File: config.mk
export PLATFORM = sky130hd
export DESIGN_NAME = muldiv_unit
export DESIGN_NICKNAME = d
export VERILOG_FILES = /design/src/rtl/muldiv_pkg.sv /design/src/rtl/muldiv_unit.sv
export SDC_FILE = /design/constraint.sdc
export NUM_CORES = 1
export LEC_CHECK = 0
export BUFFER_PORTS_ARGS = -buffer_cell sky130_fd_sc_hd__clkbuf_2
export CAP_MARGIN = 20
export CELL_PAD_IN_SITES_DETAIL_PLACEMENT = 1
export CELL_PAD_IN_SITES_GLOBAL_PLACEMENT = 1
export CORE_ASPECT_RATIO = 0.7
export CORE_MARGIN = 2
export CORE_UTILIZATION = 44
export DETAILED_ROUTE_END_ITERATION = 16
export GPL_TIMING_DRIVEN = 0
export PLACE_DENSITY = 0.92
export SLEW_MARGIN = 30
export SYNTH_ARGS = -nofsm -noshare
export SYNTH_HDL_FRONTEND = slang
export SYNTH_SLANG_ARGS = --single-unit
File: constraint.sdc
create_clock -name clk -period 3.6 [get_ports clk]
set_input_delay 0.18 -clock clk [delete_from_list [all_inputs] [get_ports clk]]
set_output_delay 0.18 -clock clk [all_outputs]
set_load 0.02 [all_outputs]
File: src/rtl/muldiv_pkg.sv
// Shared definitions for the iterative multiply/divide unit.
//   DEFAULT_WIDTH : default operand width in bits
//   OP_MUL/OP_DIV : encoding of the op input
//   state_t       : controller states (IDLE, RUN, DONE)
package muldiv_pkg;

  localparam int unsigned DEFAULT_WIDTH = 16;

  localparam logic OP_MUL = 1'b0;
  localparam logic OP_DIV = 1'b1;

  typedef enum logic [1:0] {
    IDLE = 2'd0,
    RUN  = 2'd1,
    DONE = 2'd2
  } state_t;

endpackage

File: src/rtl/muldiv_unit.sv
// Iterative unsigned multiplier (shift-add) and divider (restoring),
// one iteration per clock for WIDTH clocks.
// Ports:
//   clk         : clock, rising edge
//   rst_n       : synchronous active-low reset
//   start       : request a new operation (accepted in IDLE or DONE)
//   op          : OP_MUL (0) or OP_DIV (1)
//   a, b        : multiplicand/multiplier or dividend/divisor
//   busy        : high while iterating (RUN)
//   done        : one-cycle pulse while in DONE; hi/lo hold the new result
//   hi, lo      : product upper/lower half, or remainder/quotient
//   div_by_zero : last completed divide had a zero divisor
module muldiv_unit
  import muldiv_pkg::*;
#(
  parameter int unsigned WIDTH = DEFAULT_WIDTH
) (
  input  logic             clk,
  input  logic             rst_n,
  input  logic             start,
  input  logic             op,
  input  logic [WIDTH-1:0] a,
  input  logic [WIDTH-1:0] b,
  output logic             busy,
  output logic             done,
  output logic [WIDTH-1:0] hi,
  output logic [WIDTH-1:0] lo,
  output logic             div_by_zero
);

  localparam int unsigned CW = $clog2(WIDTH) + 1;

  state_t state, state_next;

  logic [CW-1:0]    cnt;
  logic             op_q;
  logic [WIDTH-1:0] opb;
  // Working register: {upper (WIDTH+1 bits), lower (WIDTH bits)}.
  // Multiply: upper = partial product with carry, lower = remaining multiplier bits.
  // Divide:   upper = partial remainder,          lower = dividend/quotient bits.
  logic [2*WIDTH:0] work;
  logic [2*WIDTH:0] work_next;

  logic accept;
  logic zero_div;
  logic last_iter;

  logic [WIDTH:0]   sum;
  logic [2*WIDTH:0] shifted;
  logic [WIDTH:0]   diff;

  always_comb begin
    accept    = (state == IDLE || state == DONE) && start;
    zero_div  = (op == OP_DIV) && (b == '0);
    last_iter = (cnt == CW'(WIDTH - 1));
  end

  // One iteration of the selected algorithm.
  always_comb begin
    sum       = '0;
    shifted   = '0;
    diff      = '0;
    work_next = work;
    if (op_q == OP_MUL) begin
      // Add the multiplicand into the upper half when the current multiplier
      // bit is set, then shift the whole register right (carry lands in bit 2W-1).
      sum       = work[2*WIDTH:WIDTH] + (work[0] ? {1'b0, opb} : '0);
      work_next = {1'b0, sum, work[WIDTH-1:1]};
    end else begin
      // Shift the next dividend bit into the remainder; keep the subtraction
      // only when it does not go negative, recording a quotient bit of 1.
      shifted   = {work[2*WIDTH-1:0], 1'b0};
      diff      = shifted[2*WIDTH:WIDTH] - {1'b0, opb};
      if (shifted[2*WIDTH:WIDTH] >= {1'b0, opb})
        work_next = {diff, shifted[WIDTH-1:1], 1'b1};
      else
        work_next = shifted;
    end
  end

  always_ff @(posedge clk) begin
    if (!rst_n)
      state <= IDLE;
    else
      state <= state_next;
  end

  always_comb begin
    state_next = state;
    busy       = 1'b0;
    done       = 1'b0;
    case (state)
      IDLE: begin
        if (start)
          state_next = zero_div ? DONE : RUN;
      end
      RUN: begin
        busy = 1'b1;
        if (last_iter)
          state_next = DONE;
      end
      DONE: begin
        done = 1'b1;
        if (start)
          state_next = zero_div ? DONE : RUN;
        else
          state_next = IDLE;
      end
      default: state_next = IDLE;
    endcase
  end

  always_ff @(posedge clk) begin
    if (!rst_n) begin
      cnt         <= '0;
      op_q        <= OP_MUL;
      opb         <= '0;
      work        <= '0;
      hi          <= '0;
      lo          <= '0;
      div_by_zero <= 1'b0;
    end else if (accept) begin
      cnt  <= '0;
      op_q <= op;
      opb  <= b;
      work <= {{(WIDTH + 1){1'b0}}, a};
      // Zero divisor bypasses RUN, so its result is written on acceptance.
      if (zero_div) begin
        hi          <= a;
        lo          <= '1;
        div_by_zero <= 1'b1;
      end
    end else if (state == RUN) begin
      work <= work_next;
      cnt  <= cnt + 1'b1;
      if (last_iter) begin
        hi          <= work_next[2*WIDTH-1:WIDTH];
        lo          <= work_next[WIDTH-1:0];
        div_by_zero <= 1'b0;
      end
    end
  end

endmodule

**Word level (Yosys, flattened, before mapping)**

Index checks and enable logic that the tools add are counted.

- Input port bits: 36
- Register bits after elaboration: 90
- Logic and storage cells: 54
- Output and inout bits: 35

- Bitwise gates (word level): 1
- Magnitude comparators: 1
- Mux-type cells: 24
- Add/subtract/negate cells: 3
- Equal/unequal tests: 6
- Reduce and logical (&&, ||, !) cells: 10

Operators by type and width:

| operator | count |
|---|---|
| $mux 16 | 11 |
| $mux 33 | 2 |
| $add 17x16->17 | 1 |
| $ge 17x16->1 | 1 |
| $sub 17x16->17 | 1 |
| $logic_not 16->1 | 1 |
| $mux 2 | 4 |
| $mux 1 | 6 |
| $pmux 2 s3 | 1 |
| $add 5x1->5 const B | 1 |
| $eq 5x4->1 const B | 1 |
| $ne 2x2->1 const B | 2 |
| $reduce_bool 2->1 | 2 |
| $reduce_and 3->1 | 1 |
| $eq 2x1->1 const B | 1 |
| $eq 2x2->1 const B | 1 |
| $logic_and 1x1->1 | 2 |
| $logic_not 2->1 | 1 |
| $ne 2x1->1 const B | 1 |
| $reduce_and 2->1 | 1 |
| $reduce_or 2->1 | 1 |
| $logic_or 1x1->1 | 1 |
| $not 1->1 | 1 |

**Longest topological paths before layout**

Gate-level depths: netlist of run 1.

- Depth in word-level cells: 6
- Gate-level depth with buffers: 13
- Depth with buffers taken out: 12

**Worst setup path after synthesis of run 1**

Ideal clock, no wire load.

- Kind: register -> register
- Start: register work[0]
- End: register hi[15]
- Stages on the path, launching flop included: 12
- Required time: 3521 ps
- Data arrival time: 2661 ps
- Clock period less this slack: 2740 ps
- Buffers on the path: 0
- Library setup time: 79 ps
- Setup slack: 860 ps
- Cell sequence: dfxtp_1 > and2_1 > ha_1 > fa_1 > a211oi_1 > o21ai_1 > a41o_1 > a41oi_1 > a21oi_1 > xnor2_1 > mux2_2 > a211oi_2

- Cells in the longest elaborated chain, start to end: 6

Ends and longest elaborated chain:

| element | RTL line | source |
|---|---|---|
| start: declaration | muldiv_unit.sv:41 | `logic [2*WIDTH:0] work;` |
| start signal: assignment | muldiv_unit.sv:126 | `work <= {{(WIDTH + 1){1'b0}}, a};` |
| start signal: assignment | muldiv_unit.sv:134 | `work <= work_next;` |
| $mux 16 | muldiv_unit.sv:67 | `sum = work[2*WIDTH:WIDTH] + (work[0] ? {1'b0, opb} : '0);` |
| $add 17x16->17 | muldiv_unit.sv:67 |  |
| $mux 33 | muldiv_unit.sv:64 | `if (op_q == OP_MUL) begin` |
| $mux 16 | muldiv_unit.sv:136 | `if (last_iter) begin` |
| $mux 16 | muldiv_unit.sv:133 | `end else if (state == RUN) begin` |
| $mux 16 | muldiv_unit.sv:122 | `end else if (accept) begin` |
| end signal: assignment | muldiv_unit.sv:137 | `hi <= work_next[2*WIDTH-1:WIDTH];` |
| end: declaration | muldiv_unit.sv:26 | `output logic [WIDTH-1:0] hi,` |

No other way between the ends. The select of a mux whose other input is x is not followed.
A chain may end at the register's enable or synchronous reset.

**Final worst setup path of run 1**

Same ends and word-level chain as after synthesis.

==> impl_metrics.env, run 1 <==
export IMPL_whs_endpoint="opb[14]"
export IMPL_num_rows=35
export IMPL_maxSlewHeadroom_pct=41.9
export IMPL_wl_mm=21.9
export IMPL_fmax_mhz=296
export IMPL_critPathLaunchType="flop"
export IMPL_seq_area_frac_synth_pct=31.1
export IMPL_drt_first_pass_iters=5
export IMPL_dpl_hpwl_mm=16.8
export IMPL_reg2reg_from="work[0]"
export IMPL_regToRegEndpoint="hi[15]"
export IMPL_clock_power_share_pct=37.7
export IMPL_hold_violations=0
export IMPL_wl_per_cell_um=22.4
export IMPL_netlist_area_mm2=0.00580
export IMPL_clk_path_buf_depth=2
export IMPL_cp_required_ns=3.88
export IMPL_rrSetupSlack_ns=0.23
export IMPL_leakage_nw=2.70
export IMPL_grt_max_degree=17
export IMPL_cts_tree="yes"
export IMPL_clkSinkCount=90
export IMPL_portBuffers=69
export IMPL_stdcell_count=979
export IMPL_cts_root_buf="clkbuf_16"
export IMPL_fin_worst_skew_ns=0.00831
export IMPL_drt_iter0_markers=641
export IMPL_path_class="flop to flop"
export IMPL_dp_cells=963
export IMPL_hold_buffers=0
export IMPL_hold_depth=3
export IMPL_track_usage_pct=31.4
export IMPL_synth_edff_count=0
export IMPL_num_vias=6239
export IMPL_syn_nets=800
export IMPL_drive_above_1_share_pct=13.4
export IMPL_die_area_mm2=0.0141
export IMPL_die_width_um=141
export IMPL_ys_flop_type="dfxtp_1"
export IMPL_cp_max_fo=10
export IMPL_floorplan_initialDensity_pct=44.6
export IMPL_ctsResizeCount=0
export IMPL_power_density_mw_per_mm2=429
export IMPL_finalWeightedCongestion=0.893
export IMPL_cp_data_arrival_time_ns=3.65
export IMPL_worst_r2r_path_depth=11
export IMPL_drv_cap=0
export IMPL_n_antenna_cell=0
export IMPL_ir_drop_mv=0.252
export IMPL_core_mm2=0.0130
export IMPL_cp_end_kind="flop"
export IMPL_grt_first_pass_wirelength_mm=34.4
export IMPL_clk_latency_ns=0.35
export IMPL_cts_buffers=9
export IMPL_synth_async_reset_ratio_pct=0
export IMPL_worstMarginPinSlew_ns=0.868
export IMPL_final_common_cell="dfxtp_1"
export IMPL_grt_overflow=0
export IMPL_tns_ns=0
export IMPL_hold_path_class="primary input to flop"
export IMPL_status="completed"
export IMPL_grt_pass1_vias=6218
export IMPL_fill_cells=1607
export IMPL_seqPwrFrac_pct=37.3
export IMPL_drc=0
export IMPL_viasPerCell=6.37
export IMPL_period_share_pct=93.7
export IMPL_fin_total_pwr_mw=2.86
export IMPL_period_needed_ns=3.37
export IMPL_antenna_found_initial=0
export IMPL_place_ws_ns=0.197
export IMPL_cts_setup_buffers=0
export IMPL_syn_inst=728
export IMPL_area_growth_syn_to_layout_pct=15.3
export IMPL_setup_violations=0
export IMPL_finalMaxSlewViolations=0
export IMPL_synth_avg_cell_area_um2=7.96
export IMPL_multi_input_area_mm2=0.00369
export IMPL_synth_cell_types=71
export IMPL_yosys_warnings=0
export IMPL_ant_nets=0
export IMPL_synth_seq_cells=90
export IMPL_clkTransAtPathRegs_ns=0.07
export IMPL_seq_area_mm2=0.00180
export IMPL_io_pin_count=71
export IMPL_hold_start="b[14]"
export IMPL_final_cell_mix="dfxtp_1, nand2_1, clkbuf_2"
export IMPL_layout_setup_ws_ns=0.225
export IMPL_internal_power_mw=1.92
export IMPL_finalNetCount=880
export IMPL_rsz0062_at_grt="false"
export IMPL_switching_power_mw=0.947
export IMPL_switching_share_pct=33.1
export IMPL_comb_power_share_pct=25.0
export IMPL_fp_dieH_um=100
export IMPL_htreeDepth=3
stage by stage:
| stage | hold slack (ns) | cell area, um^2 | util [%] |
|---|---|---|---|
| 6_report | 0.0533 | 6680 | 51.4 |
| 3_5_place_dp | 0.426 | 6350 | 48.8 |
| 2_1_floorplan | 0.316 | 5800 | - |
| 4_1_cts | 0.0529 | 6680 | 51.3 |
| 3_3_place_gp | 0.417 | 6350 | 48.8 |
| 5_1_grt | 0.0771 | 6680 | 51.4 |
registers in the layout, indices dropped and copies added, names as in the netlist:
signal / flops
work: 33
hi: 16
lo: 16
opb: 16
cnt: 5
state: 2
div_by_zero: 1
op_q: 1
how the worst max path moves through the flow:
stage	from	to	slack (ns)	depth (start not counted)
final	work[0]	hi[15]	0.23	11
after global routing	work[0]	hi[15]	0.07	11
after CTS	work[0]	hi[15]	0.11	11
after detailed placement	work[0]	hi[15]	0.20	11
after global placement	work[0]	hi[15]	0.42	11
after floorplan	work[0]	hi[15]	0.86	11
power groups by stage:
stage               clock network [mW]  registers [mW]  logic (mW)
global placement                     0            1.09       0.663
CTS                               1.08            1.07       0.695
global route                      1.12            1.07       0.766
finish                            1.08            1.07       0.715
floorplan                            0            1.07       0.487
detailed placement                   0            1.09       0.683
metal layers:
layer / global-route usage (%) / up-vias / share of wire, %
met5: 0 / - / 0
met4: 9.77 / 0 / 2.0
met3: 8.30 / 46 / 9.9
met2: 47.3 / 318 / 43
met1: 44.0 / 3058 / 45
li1: - / 2817 / -
synth_stat cells (5+ instances only):
cell,n,area [um^2]
o211ai_1,8,60.1
mux2i_1,25,250
inv_1,31,116
xnor2_1,15,131
mux2_1,6,67.6
xor2_1,11,96.3
o21ai_0,28,140
clkbuf_1,30,113
a21oi_1,58,290
or3_1,8,50.1
nor2b_1,8,50.1
a221oi_1,12,105
nand3_1,25,125
nor2_1,63,236
o221ai_1,5,43.8
nand2_1,70,263
dfxtp_1,90,1800
o21a_1,7,52.6
ha_1,34,425
nand4_1,8,50.1
o21ai_1,12,60.1
buf_1,8,30.0
a21o_1,8,60.1
nor3_1,34,170
a211oi_1,24,180
and2_1,21,131
layout make-up:
| cell class | instances | area share (%) |
|---|---|---|
| Timing Repair Buffer | 69 | 5.17 |
| Tap cell | 166 | 3.11 |
| Clock inverter | 6 | 1.46 |
| Multi-Input combinational cell | 562 | 55.3 |
| Clock buffer | 10 | 3.43 |
| Sequential cell | 90 | 27.0 |
| Inverter | 32 | 1.80 |
| Buffer | 44 | 2.77 |
logic make-up (layout without fill, tap and decap cells):
| group | count (synthesis) | count (layout) | synth area share (%) |
|---|---|---|---|
| AND/OR/NAND/NOR | 258 | 258 | 21.2 |
| AO/OA/AOI/OAI | 209 | 209 | 24.6 |
| flip-flops | 90 | 90 | 31.1 |
| buffers and inverters | 76 | 161 | 5.27 |
| adder cells (fa/ha/maj) | 36 | 36 | 8.03 |
| multiplexers | 33 | 33 | 5.94 |
| XOR/XNOR | 26 | 26 | 3.93 |
critical path, stage by stage (launching register included):
cell      delay, ns
dfxtp_1        0.54
clkbuf_1       0.42
and2_1         0.22
ha_1           0.33
a41oi_1        0.28
o21ai_0        0.11
a41o_1         0.26
a41oi_1        0.33
a21oi_1        0.15
xnor2_1        0.15
mux2_2         0.30
a211oi_2       0.21
No activity file was read; power rests on OpenSTA's default activity.
==> inputs of run 2 (changes only) <==
CORE_ASPECT_RATIO = 2   (was 0.7)
==> run 2 against run 1 <==
Via count is 1.1% lower. Cell count down 1.5%. Worst hold slack better by 0.00092 ns. Count of clock-buffer cells in the layout fell by 1. First-iteration DRC count fell by 33%. Non-clock buffer count unchanged. Sequential power about the same. Core utilization increased by 0.11 points. Flip-flop and latch count unchanged. Critical path depth up 1. Combinational power up 0.6%.
==> impl_metrics.env, run 2 (same netlist as run 1, synthesis figures left out) <==
export IMPL_cp_max_fo=4
export IMPL_cts_setup_buffers=0
export IMPL_cp_required_ns=3.81
export IMPL_clkTransAtPathRegs_ns=0.07
export IMPL_clk_latency_ns=0.35
export IMPL_critPathLaunchType="flop"
export IMPL_drt_first_pass_iters=7
export IMPL_htreeDepth=3
export IMPL_whs_ns=0.0542
export IMPL_placed_cell_area_mm2=0.00633
export IMPL_drive_above_1_share_pct=13.3
export IMPL_antenna_found_initial=0
export IMPL_hold_buffers=0
export IMPL_power_density_mw_per_mm2=426
export IMPL_grt_first_pass_wirelength_mm=35.5
export IMPL_cts_root_buf="clkbuf_16"
export IMPL_stdcell_count=964
export IMPL_fp_dieH_um=166
export IMPL_area_growth_syn_to_layout_pct=14.7
export IMPL_fin_worst_skew_ns=0.00891
export IMPL_num_rows=59
export IMPL_core_mm2=0.0129
export IMPL_path_class="flop to flop"
export IMPL_dp_cells=949
export IMPL_max_flop_register="work"
export IMPL_die_area_mm2=0.0142
export IMPL_portBuffers=69
export IMPL_viasPerCell=6.40
export IMPL_ctsResizeCount=0
export IMPL_track_usage_pct=32.4
export IMPL_cp_data_arrival_time_ns=3.60
export IMPL_n_antenna_cell=0
export IMPL_floorplan_initialDensity_pct=44.9
export IMPL_status="completed"
export IMPL_final_common_cell="dfxtp_1"
export IMPL_worst_path_buf_inv=2
export IMPL_tns_ns=0
export IMPL_fmax_mhz=296
export IMPL_slowest_delay_ns=0.50
export IMPL_reg2reg_from="work[15]"
export IMPL_cp_slowest_cell="a2111oi_2"
export IMPL_ant_nets=0
export IMPL_leakage_nw=2.69
export IMPL_hold_path_class="primary input to flop"
export IMPL_crit_chain="inv_1 -> ha_1 -> inv_1 -> fa_1 -> a211oi_2 -> o21ai_1 -> a2111oi_2 -> nor3_1 -> xor2_1 -> mux2_4 -> a211oi_2 -> o221ai_1"
export IMPL_num_vias=6171
export IMPL_largest_register_ffs=33
export IMPL_fin_area_mm2=0.00665
export IMPL_maxSlewHeadroom_pct=33.1
export IMPL_finalNetCount=880
export IMPL_cp_end_kind="flop"
export IMPL_rsz0062_at_grt="false"
export IMPL_finalMaxSlewViolations=0
export IMPL_fin_total_pwr_mw=2.83
export IMPL_clkSinkCount=90
export IMPL_drv_cap=0
export IMPL_io_pin_count=71
export IMPL_cts_buffers=9
export IMPL_dpl_hpwl_mm=17.6
export IMPL_die_width_um=85.2
export IMPL_hold_violations=0
export IMPL_fill_cells=1589
export IMPL_worstMarginPinSlew_ns=0.990
export IMPL_critPathTopFamily="compound AO/OA/AOI/OAI gates"
export IMPL_place_ws_ns=0.334
export IMPL_period_needed_ns=3.38
export IMPL_ir_drop_mv=0.328
export IMPL_period_share_pct=94.0
export IMPL_hold_start="b[15]"
export IMPL_grt_overflow=0
export IMPL_final_cell_mix="dfxtp_1, nand2_1, clkbuf_2"
export IMPL_wl_mm=22.9
export IMPL_fin_util_pct=51.5
export IMPL_setup_violations=0
export IMPL_wl_per_cell_um=23.8
export IMPL_cts_tree="yes"
export IMPL_grt_pass1_vias=6612
export IMPL_timing_critical_path_from="work[15]"
export IMPL_drt_iter0_markers=432
export IMPL_clk_path_buf_depth=2
export IMPL_finalWeightedCongestion=0.910
export IMPL_layout_setup_ws_ns=0.218
export IMPL_grt_max_degree=16
export IMPL_drc=0
-- run 2: worst paths after layout --
check | endpoint | slack (ns) | cells past startpoint
worst max register to register | hi[12] | 0.22 | 12
worst min-delay path | opb[15] | 0.05 | 3
worst max-delay path | hi[12] | 0.22 | 12
worst min register to register | hi[10] | 0.47 | 2
-- run 2: layout make-up --
cell class                 count  area (um^2)  area share, %
clock buffer                   9          225           3.39
inverter                      32          120           1.81
sequential                    90         1800           27.1
multi-input combinational    562         3690           55.5
tap                          152          190           2.86
timing repair buffer          69          345           5.19
clock inverter                 6         92.6           1.39
buffer                        44          185           2.79
-- run 2: per-layer routing --
metal / global-route usage, % / vias to the layer above / part of all wire [%]
li1: - / 2798 / -
met5: 0 / - / 0
met3: 4.72 / 118 / 4.1
met2: 60.8 / 243 / 54
met1: 29.5 / 3012 / 33
met4: 25.7 / 0 / 9.1
-- run 2: report_power, final --
group | total (mW) | internal, mW | leakage [nW] | switching (mW)
Sequential | 1.07 | 1.03 | 0.732 | 0.0399
Combinational | 0.719 | 0.266 | 1.81 | 0.452
Clock | 1.04 | 0.608 | 0.148 | 0.436
-- run 2: worst reg2reg max path, stage by stage (launching register included) --
cell and delay (ns):
dfxtp_1 0.43, inv_1 0.11, ha_1 0.19, inv_1 0.06, fa_1 0.43, a211oi_2 0.24
o21ai_1 0.20, a2111oi_2 0.50, nor3_1 0.14, xor2_1 0.16, mux2_4 0.28, a211oi_2 0.33
o221ai_1 0.17
==> inputs of run 3 (changes only) <==
ABC_AREA = 1   (was default)
CORE_UTILIZATION = 43   (was 44)
CTS_BUF_LIST = sky130_fd_sc_hd__clkbuf_8   (was default)
PLACE_DENSITY = 0.94   (was 0.92)
==> run 3 against run 2 <==
Die area is 9.7% higher. Count of clock-buffer cells in the layout is 2 higher. Total power is 5.1% lower. First-iteration DRC count is 17% lower. Sequential share of layout area is 1.4 points lower. Register-to-register slack better by 0.32 ns.
==> impl_metrics.env, run 3 <==
export IMPL_drc=0
export IMPL_worst_r2r_path_depth=14
export IMPL_synth_cell_types=38
export IMPL_fin_total_pwr_mw=2.69
export IMPL_track_usage_pct=35.2
export IMPL_ir_drop_mv=0.372
export IMPL_finalWeightedCongestion=1.02
export IMPL_cp_data_arrival_time_ns=3.38
export IMPL_finalMaxSlewViolations=0
export IMPL_maxSlewHeadroom_pct=44.7
export IMPL_cts_tree="yes"
export IMPL_reg2reg_from="work[0]"
export IMPL_yosys_area_top_type="dfxtp_1"
export IMPL_fmax_mhz=327
export IMPL_drt_first_pass_iters=5
export IMPL_synth_most_common_cell="nand2_1"
export IMPL_area_growth_syn_to_layout_pct=12.6
export IMPL_netlist_area_leader_share_pct=28.9
export IMPL_cts_buffers=9
export IMPL_synth_async_reset_ratio_pct=0
export IMPL_clk_path_buf_depth=2
export IMPL_hold_violations=0
export IMPL_num_rows=62
export IMPL_drv_cap=0
export IMPL_n_antenna_cell=0
export IMPL_switching_share_pct=40.2
export IMPL_fin_worst_skew_ns=0.0184
export IMPL_seqPwrFrac_pct=40.4
export IMPL_portBuffers=70
export IMPL_io_pin_count=71
export IMPL_seq_area_mm2=0.00180
export IMPL_final_common_cell="nand2_1"
export IMPL_setup_violations=0
export IMPL_regToRegEndpoint="hi[13]"
export IMPL_netlist_top_cells_count="nand2_1, inv_1, o21ai_0"
export IMPL_dpl_hpwl_mm=21.1
export IMPL_finalNetCount=1118
export IMPL_die_width_um=89.1
export IMPL_layout_setup_ws_ns=0.542
export IMPL_hold_start="a[0]"
export IMPL_wl_per_cell_um=20.9
export IMPL_place_ws_ns=0.638
export IMPL_comb_power_share_pct=32.7
export IMPL_fill_cells=2033
export IMPL_ctsResizeCount=0
export IMPL_max_flop_register="work"
export IMPL_grt_overflow=0
export IMPL_status="completed"
export IMPL_switching_power_mw=1.08
export IMPL_cts_root_buf="clkbuf_8"
export IMPL_die_area_mm2=0.0155
export IMPL_hold_path_class="primary input to flop"
export IMPL_cts_setup_buffers=0
export IMPL_cp_required_ns=3.93
export IMPL_drive_above_1_share_pct=14.8
export IMPL_yosys_top_cells_area="dfxtp_1, nand2_1, inv_1"
export IMPL_power_density_mw_per_mm2=383
export IMPL_yosys_warnings=0
export IMPL_internal_power_mw=1.61
export IMPL_seq_area_frac_synth_pct=28.9
export IMPL_critPathLaunchType="flop"
export IMPL_grt_first_pass_wirelength_mm=40.5
export IMPL_grt_max_degree=17
export IMPL_final_cell_mix="nand2_1, inv_1, o21ai_0"
export IMPL_synth_seq_cells=90
export IMPL_whs_endpoint="work[0]"
export IMPL_core_mm2=0.0143
export IMPL_drt_iter0_markers=357
export IMPL_synth_edff_count=0
export IMPL_synth_avg_cell_area_um2=6.46
export IMPL_worstMarginPinSlew_ns=0.829
export IMPL_path_class="flop to flop"
export IMPL_stdcell_count=1243
export IMPL_whs_ns=0.0649
export IMPL_cp_end_kind="flop"
export IMPL_fp_dieH_um=174
export IMPL_clock_power_share_pct=27.0
export IMPL_viasPerCell=5.70
export IMPL_tns_ns=0
export IMPL_htreeDepth=3
export IMPL_netlist_area_mm2=0.00623
export IMPL_num_vias=7090
export IMPL_cp_max_fo=10
export IMPL_period_needed_ns=3.06
export IMPL_ys_flop_type="dfxtp_1"
export IMPL_multi_input_area_mm2=0.00364
export IMPL_syn_nets=1037
export IMPL_ant_nets=0
export IMPL_clk_latency_ns=0.41
export IMPL_grt_pass1_vias=7869
export IMPL_antenna_found_initial=0
export IMPL_largest_register_ffs=33
export IMPL_floorplan_initialDensity_pct=43.7
export IMPL_leakage_nw=3.68
export IMPL_clkTransAtPathRegs_ns=0.10
export IMPL_dp_cells=1227
export IMPL_clkSinkCount=90
export IMPL_syn_inst=965
export IMPL_rrSetupSlack_ns=0.54
export IMPL_rsz0062_at_grt="false"
export IMPL_period_share_pct=84.9
export IMPL_wl_mm=26.0
export IMPL_hold_buffers=0
export IMPL_hold_depth=3
-- run 3: changes by cell type in the layout (fill, tap and decap cells not counted), sizes merged, moves of 20 or more --
cell | previous run | this run
o21ai | 41 | 108
a21oi | 60 | 105
and2 | 21 | 1
nand2 | 70 | 226
inv | 32 | 161
nand3 | 25 | 71
a211oi | 27 | 0
nor3 | 34 | 9
mux2i | 25 | 0
-- run 3: worst max path at each step --
stage,start,end,slack [ns],cells after the start
after detailed placement,work[0],hi[15],0.64,14
after global routing,work[0],hi[13],0.34,14
final,work[0],hi[13],0.54,14
after CTS,work[0],hi[13],0.59,14
after floorplan,work[0],work[29],1.42,13
after global placement,work[0],hi[15],0.68,14
-- run 3: power groups by stage --
stage	Sequential, mW	Clock [mW]	Combinational, mW
2_1_floorplan	1.08	0	0.588
3_3_place_gp	1.10	0	0.821
3_5_place_dp	1.11	0	0.851
4_1_cts	1.08	0.721	0.864
5_1_grt	1.09	0.760	0.965
6_report	1.09	0.725	0.878
-- run 3: layout make-up --
type | instances | area share (%)
buffer | 39 | 2.73
clock buffer | 11 | 2.16
clock inverter | 5 | 0.641
inverter | 159 | 8.50
multi-input combinational | 677 | 51.9
sequential | 90 | 25.7
tap | 192 | 3.42
timing repair buffer | 70 | 4.99
-- run 3: cell families (layout without fill, tap and decap cells) --
logic type	Yosys count	after routing	share of synthesized area (%)
AND/OR/NAND/NOR	403	403	29.7
AO/OA/AOI/OAI	232	232	20.4
buffers and inverters	198	284	12.6
flip-flops	90	90	28.9
adder cells (fa/ha/maj)	36	36	7.47
XOR/XNOR	6	6	0.843
-- run 3: layer usage --
layer	up-vias	GRT usage [%]	wire, um
li1	3299	-	-
met1	3333	29.4	7770
met2	288	62.5	13700
met3	170	7.08	1280
met4	0	35.8	3280
met5	-	0	0
-- run 3: through the flow --
step           util (%)  cell area, um^2
2_1_floorplan         -             6230
3_3_place_gp       47.8             6830
3_5_place_dp       47.8             6830
4_1_cts            49.2             7020
5_1_grt            49.2             7020
6_report           49.2             7020
-- run 3: worst max-delay path, stage by stage (launching register included) --
cell	delay, ns
dfxtp_1	0.33
clkbuf_1	0.34
clkbuf_1	0.43
nand2_1	0.11
inv_1	0.12
ha_1	0.29
a21oi_1	0.27
o21ai_0	0.16
a21oi_1	0.20
nand2_1	0.07
nand2_1	0.05
nand3_1	0.18
nand2_1	0.20
nand2_1	0.10
a21oi_1	0.13
